--- src/rtl/pipe_ctrl.sv ---
// Pipeline sequencing controller: per-stage enables/bubbles for the 5-stage core,
// mul/div handshake tracking and saturating stall/flush debug counters.
module pipe_ctrl #(
    parameter int CNT_W = 16
) (
    input  logic             clk,
    input  logic             rst_n,
    input  logic             ld_use_stall,
    input  logic             br_taken,
    input  logic             md_req,
    input  logic             md_done,
    input  logic             imem_ready,
    input  logic             mem_req,
    input  logic             dmem_ready,
    input  logic             cnt_clr,
    output logic             pc_en,
    output logic             ifid_en,
    output logic             idex_en,
    output logic             exmem_en,
    output logic             memwb_en,
    output logic             ifid_flush,
    output logic             idex_flush,
    output logic             exmem_flush,
    output logic             md_start,
    output logic             md_busy,
    output logic [CNT_W-1:0] stall_cnt,
    output logic [CNT_W-1:0] flush_cnt
);

    typedef enum logic [1:0] {
        RUN     = 2'd0,
        MD_BUSY = 2'd1,
        MD_DONE = 2'd2
    } state_t;

    localparam logic [CNT_W-1:0] CNT_ONE = CNT_W'(1);
    localparam logic [CNT_W-1:0] CNT_MAX = '1;

    state_t           state_q, state_d;
    logic [CNT_W-1:0] stall_cnt_q, stall_cnt_d;
    logic [CNT_W-1:0] flush_cnt_q, flush_cnt_d;

    logic dmem_stall;
    logic pc_en_c, ifid_en_c, idex_en_c, exmem_en_c, memwb_en_c;
    logic ifid_flush_c, idex_flush_c, exmem_flush_c, md_start_c;

    assign dmem_stall = mem_req & ~dmem_ready;

    always_ff @(posedge clk or negedge rst_n) begin
        if (!rst_n) begin
            state_q <= RUN;
        end else begin
            state_q <= state_d;
        end
    end

    always_comb begin
        state_d = state_q;
        case (state_q)
            RUN:     if (!dmem_stall && md_req) state_d = MD_BUSY;
            // md_done is a single pulse, so it is captured even while frozen
            MD_BUSY: if (md_done) state_d = MD_DONE;
            MD_DONE: if (!dmem_stall) state_d = RUN;
            default: state_d = RUN;
        endcase
    end

    always_comb begin
        pc_en_c       = 1'b1;
        ifid_en_c     = 1'b1;
        idex_en_c     = 1'b1;
        exmem_en_c    = 1'b1;
        memwb_en_c    = 1'b1;
        ifid_flush_c  = 1'b0;
        idex_flush_c  = 1'b0;
        exmem_flush_c = 1'b0;
        md_start_c    = 1'b0;
        if (dmem_stall) begin
            pc_en_c    = 1'b0;
            ifid_en_c  = 1'b0;
            idex_en_c  = 1'b0;
            exmem_en_c = 1'b0;
            memwb_en_c = 1'b0;
        end else if (state_q == MD_BUSY || (state_q == RUN && md_req)) begin
            // Hold the front end and the mul/div in EX; older work drains behind a bubble
            pc_en_c       = 1'b0;
            ifid_en_c     = 1'b0;
            idex_en_c     = 1'b0;
            exmem_flush_c = 1'b1;
            md_start_c    = (state_q == RUN);
        end else if (ld_use_stall) begin
            pc_en_c      = 1'b0;
            ifid_en_c    = 1'b0;
            idex_flush_c = 1'b1;
        end else if (br_taken) begin
            ifid_flush_c = 1'b1;
        end else if (!imem_ready) begin
            pc_en_c      = 1'b0;
            ifid_flush_c = 1'b1;
        end
    end

    // Outputs are forced low for as long as reset is held, independent of the clock
    assign pc_en       = pc_en_c & rst_n;
    assign ifid_en     = ifid_en_c & rst_n;
    assign idex_en     = idex_en_c & rst_n;
    assign exmem_en    = exmem_en_c & rst_n;
    assign memwb_en    = memwb_en_c & rst_n;
    assign ifid_flush  = ifid_flush_c & rst_n;
    assign idex_flush  = idex_flush_c & rst_n;
    assign exmem_flush = exmem_flush_c & rst_n;
    assign md_start    = md_start_c & rst_n;
    assign md_busy     = (state_q == MD_BUSY) & rst_n;

    always_comb begin
        stall_cnt_d = stall_cnt_q;
        flush_cnt_d = flush_cnt_q;
        if (cnt_clr) begin
            stall_cnt_d = '0;
            flush_cnt_d = '0;
        end else begin
            if (!pc_en_c && stall_cnt_q != CNT_MAX) begin
                stall_cnt_d = stall_cnt_q + CNT_ONE;
            end
            if ((ifid_flush_c || idex_flush_c || exmem_flush_c) && flush_cnt_q != CNT_MAX) begin
                flush_cnt_d = flush_cnt_q + CNT_ONE;
            end
        end
    end

    always_ff @(posedge clk or negedge rst_n) begin
        if (!rst_n) begin
            stall_cnt_q <= '0;
            flush_cnt_q <= '0;
        end else begin
            stall_cnt_q <= stall_cnt_d;
            flush_cnt_q <= flush_cnt_d;
        end
    end

    assign stall_cnt = stall_cnt_q;
    assign flush_cnt = flush_cnt_q;

endmodule

--- config.mk ---
export PLATFORM = sky130hd
export DESIGN_NAME = pipe_ctrl
export DESIGN_NICKNAME = d
export VERILOG_FILES = /design/src/rtl/pipe_ctrl.sv
export SDC_FILE = /design/constraint.sdc
export NUM_CORES = 1
export LEC_CHECK = 0
export ABC_AREA = 1
export CAP_MARGIN = 10
export CORE_MARGIN = 2
export CORE_UTILIZATION = 66
export CTS_CLUSTER_SIZE = 10
export DETAILED_ROUTE_END_ITERATION = 8
export DONT_BUFFER_PORTS = 1
export PLACE_DENSITY = 0.8
export SYNTH_ARGS = -nofsm -noshare
export SYNTH_HDL_FRONTEND = slang
export SYNTH_SLANG_ARGS = --single-unit
--- constraint.sdc ---
create_clock -name clk -period 2.6 [get_ports clk]
set_input_delay 0.52 -clock clk [delete_from_list [all_inputs] [get_ports clk]]
set_output_delay 0.52 -clock clk [all_outputs]
set_load 0.05 [all_outputs]
-- Yosys cells after proc, flatten, opt, wreduce, memory -nomap -nowiden
Cells that the tools add are included.
- add/subtract/negate cells: 2
- equality and inequality tests: 7
- mux-type cells: 31
- bitwise logic cells: 11
- reductions and logical operators: 13
- operators with widths (operator ; number):
    16-bit 2-to-1 mux ; 4
    16-bit by 1-bit adder with 16-bit output, second input constant ; 2
    16-bit != test, second input constant ; 2
    1-bit 2-to-1 mux ; 23
    1-bit bitwise AND ; 10
    2-bit 2-to-1 mux ; 3
    2-bit != test, second input constant ; 3
    2-bit one-hot mux with 3 select lines ; 1
    1-bit logical AND ; 4
    2-bit nonzero test ; 2
    1-bit logical OR ; 3
    3-bit AND reduction ; 1
    2-bit by 1-bit equality test with 1-bit output, second input constant ; 1
    2-bit equality test, second input constant ; 1
    1-bit zero test ; 2
    2-bit zero test ; 1
    1-bit NOT ; 1
- flip-flop bits (word level): 34
- input port bits: 10
- output and inout port bits: 42
- word-level logic and storage cells: 67

-- Logic depth before layout (Yosys ltp)
- depth after elaboration: 10
- mapped depth: 10
- gate-level depth less buffers: 10

-- Worst setup path after synthesis
Ideal clock, no wire load.
- path kind: input to output
- from: in mem_req
- to: out idex_flush
- data arrival time: 2286 ps
- required time: 2080 ps
- setup slack: -206 ps
- stages: 5
- buffers on the path: 0
- path through: inv_1 -> nor2_1 -> nor2_1 -> nand2_1 -> nor2_1
- word-level cells in the longest chain between the ends: 3
- RTL lines (item ; line ; RTL):
    start: declaration ; 13 ; input logic mem_req,
    1-bit bitwise AND ; 47 ; assign dmem_stall = mem_req & ~dmem_ready;
    1-bit 2-to-1 mux ; 78 ; if (dmem_stall) begin
    1-bit bitwise AND ; 110 ; assign idex_flush = idex_flush_c & rst_n;
    end: declaration ; 22 ; output logic idex_flush,
Every way passes these cells.

-- Final worst setup path
- from: reg state_q[0]
- to: out ifid_flush
- word-level cells in the longest chain between the ends: 6
- elaborated cells on any way between the ends: 7
- classes of those cells: eq/ne: 1; mux: 2; bitwise: 1; reduce/logical: 3
- RTL lines (item ; line ; RTL):
    start: declaration ; 39 ; state_t state_q, state_d;
    start signal: assignment ; 53 ; state_q <= state_d;
    2-bit zero test ; 84 ; end else if (state_q == MD_BUSY || (state_q == RUN && md_req)) begin
    1-bit logical AND ; 84 ;
    1-bit logical OR (*) ; 84 ;
    1-bit 2-to-1 mux (*) ; 84 ;
    1-bit 2-to-1 mux (*) ; 78 ;
    1-bit bitwise AND (*) ; 109 ; assign ifid_flush = ifid_flush_c & rst_n;
    end: declaration ; 21 ; output logic ifid_flush,
Every way passes the cells marked *; elsewhere a longest branch is shown, timed or not.

==> summary.txt <==
Pwr
  • Int Pwr: 0.000751 W
  • Comb power frac: 23.5%
  • Seq pwr share: 49.0%
  • Pwr/cell area: 442 mW/mm²
  • Psw: 0.000408 W
  • LEAKAGE: 1.26 nW
  • Sw frac: 35.2%
  • Clock power share: 27.5%
  • Total Power: 0.00116 W
  • IR drop worst, VDD: 0.000356 V

Global routing
  • Antenna violations before repair: 0
  • Remaining global-route overflow: 0
  • Largest net degree at the start of global routing: 35
  • Vias in the first global route: 2299
  • First-pass GRT wire length: 10400 µm
  • GR Util All Layers: 33.3%

Run
  • Maxcap violations: 0

CTS
  • Cts-stage hold buffer count: 2
  • Maximum clock path buffer count: 2
  • Max H-tree Level: 2
  • CTS tree: done
  • Root Driver: clkbuf_4
  • CTS resizes: 0
  • Clock slew at reported path FFs: 0.10 ns
  • Num CTS Buffers: 5
  • # clock sinks: 34
  • Post-CTS setup buffers: 0
  • Clock Latency Late Sink: 0.35 ns

Setup path
  • R2r setup slk: 0.58 ns
  • Crit path capture type: primary output
  • CP Buf/Inv Count: 1
  • Worst Path Max Fanout: 4
  • FF-to-FF Start: flush_cnt[5]
  • Family with the most delay on the worst path: flip-flops
  • CP max stage cell: dfrtp_1
  • CP arrival: 1.52 ns
  • Critical R2R Capture: flush_cnt[2]
  • CP Data Required Time: 2.08 ns
  • CP peak stage delay: 0.41 ns
  • Critical path type: reg -> out
  • Reg2reg path depth: 8
  • Startpoint Class: flip-flop
  • Critical-path cell list: o21bai_1 > nand2_1 > nor2_1 > buf_4

Floorplan
  • Die span in x: 62.2 µm
  • # IOs: 52
  • Die height: 62.2 µm
  • Die area: 0.00387 mm²
  • Row count: 21
  • CORE AREA: 0.00328 mm²
  • Initial Util: 68.1%

Detailed routing
  • Wirelength per Cell: 13.9 µm
  • ANT nets after route: 0
  • Routed WL: 5800 µm
  • Number of DRC markers in iteration 0: 185
  • Vias per cell: 5.66
  • Vias post-DR: 2354
  • TritonRoute pass-1 iters: 4
  • # DRC: 0

Logic synthesis
  • Simple-Gate Fraction of Synth Area: 45.3%
  • Syn Inst Count: 333
  • Mapped Nets: 345
  • Area fraction in compound gates after synthesis: 4.59%
  • Synth Area per Inst: 6.71 µm²
  • Commonest cells post-synth: 121 x nand2_1, 52 x nor2_1, 34 x dfrtp_1, 27 x inv_1
  • Sequential element share of the synthesized area: 38.1%
  • Seq cells post-synth: 34
  • Post-synthesis adder-cell area fraction: 1.12%
  • Post-synth EDFFs: 0
  • Mux cell area share after synthesis: 0%
  • Ys async rst share: 100%
  • Top_reg_cell synth: dfrtp_1
  • Top area cells in the synthesized netlist: dfrtp_1 38%, nand2_1 20%, nor2_1 8.7%
  • Xor and xnor area share after synthesis: 4.31%
  • Share of the synthesized area in the top cell type: 38.1%
  • Netlist cell types: 23
  • Ys Warns: 0
  • Synth Cell Area: 0.00224 mm²
  • Main combinational cell family by area after synthesis: simple AND/OR/NAND/NOR gates
  • Most numerous cell in the Yosys netlist: nand2_1
  • Leading area contributor after synthesis: dfrtp_1

Timing
  • Finish-stage setup viols: 0
  • Hold_ws: 0.277 ns
  • Final hold vios: 0
  • Max-slew headroom: 54.7%
  • Setup TNS: 0 ns
  • Worst slew pin tran: 0.679 ns
  • Post-layout minimum cycle time: 2.04 ns
  • Tcrit/Tclk final: 78.5%
  • Max-slew violations: 0
  • Highest clock rate: 0.490 GHz
  • Worst Skew: 0.0132 ns
  • RSZ-0062 raised after global routing: no

Layout
  • ANT cells: 0
  • Final core occ: 79.7%
  • Area delta synth->final: 17.1%
  • Layout cell share with drive strength beyond 1: 15.4%
  • Design area: 0.00262 mm²
  • Fillers: 252
  • Nets@finish: 381

Place
  • Dpl cell area: 0.00252 mm²
  • HPWL after DPL: 4270 µm
  • Global placer's final weighted congestion: 0.901
  • Port-buffer cells: 0

Worst hold path
  • Hold path cells: 1
  • Hold path endpoint: state_q[0]
  • Min-Delay Startpoint: md_done
  • Worst Hold Class: in -> reg

Status
  • Status: complete, no violations
## power groups by stage
stage	combinational, W	sequential (W)	clock (W)
floorplan	0.000150	0.000618	0
global placement	0.000250	0.000576	0
detailed placement	0.000256	0.000577	0
CTS	0.000272	0.000567	0.000324
global route	0.000295	0.000571	0.000351
finish	0.000273	0.000567	0.000319
## flip-flops by register name, summed over array words and instances (netlist names)
register and count:
flush_cnt 16, stall_cnt 16, state_q 2
## placed cells by master, fill, tap and decap left out, types with 5 or more instances in the layout
| cell | instances |
|---|---|
| nor2_2 | 7 |
| nand4_1 | 23 |
| inv_1 | 27 |
| o21bai_1 | 5 |
| nand2_1 | 121 |
| clkbuf_4 | 5 |
| buf_4 | 34 |
| dfrtp_1 | 34 |
| nor2_1 | 51 |
| xor2_1 | 10 |
| nand3_1 | 23 |
| o21ai_0 | 9 |
## logic make-up after synthesis
kind of cell	Yosys count
DFF	34
adders and majority gates	2
AOI/OAI and AO/OA	18
xor gates and xnor gates	11
buffers and inverters	35
and+or+nand+nor	233
## worst max path at each step
stage	startpoint	depth (start not counted)	to	slack, ns
floorplan	mem_req	5	idex_flush	0.1
global placement	stall_cnt[2]	8	stall_cnt[14]	0.71
detailed placement	flush_cnt[5]	8	flush_cnt[2]	0.64
CTS	state_q[0]	4	ifid_flush	0.54
global route	state_q[0]	4	ifid_flush	0.40
finish	state_q[0]	4	ifid_flush	0.56
## worst register-to-register path: cells and delay by family (launching register included)
family	cells	cell delay, ns
flops	1	0.62
simple gates	8	1.29
## per-layer routing
layer  vias to the layer above  track usage, %  routed length, µm  part of all wire (%)
li1                       1142               -                  -                     -
met3                        16            9.60                566                   9.8
met4                         0            12.8                129                   2.2
met5                         -               0                  0                     0
met2                       113            55.8               2780                    48
met1                      1083            41.0               2330                    40
## area by class of cell
class	count	area (µm²)	share of cell area, %
Multi-Input combinational cell	264	1240	47.3
Clock buffer	6	51.3	1.96
Timing Repair Buffer	37	305	11.7
Sequential cell	34	851	32.5
Inverter	27	101	3.87
Tap cell	46	57.6	2.20
Clock inverter	2	12.5	0.478
## through the flow
step | setup WS [ns] | instances
2_1_floorplan | 0.0975 | 333
3_3_place_gp | 0.713 | 406
3_5_place_dp | 0.635 | 406
4_1_cts | 0.540 | 416
5_1_grt | 0.401 | 416
6_report | 0.560 | 416
Note: power is estimated with default switching activity, not from simulation.
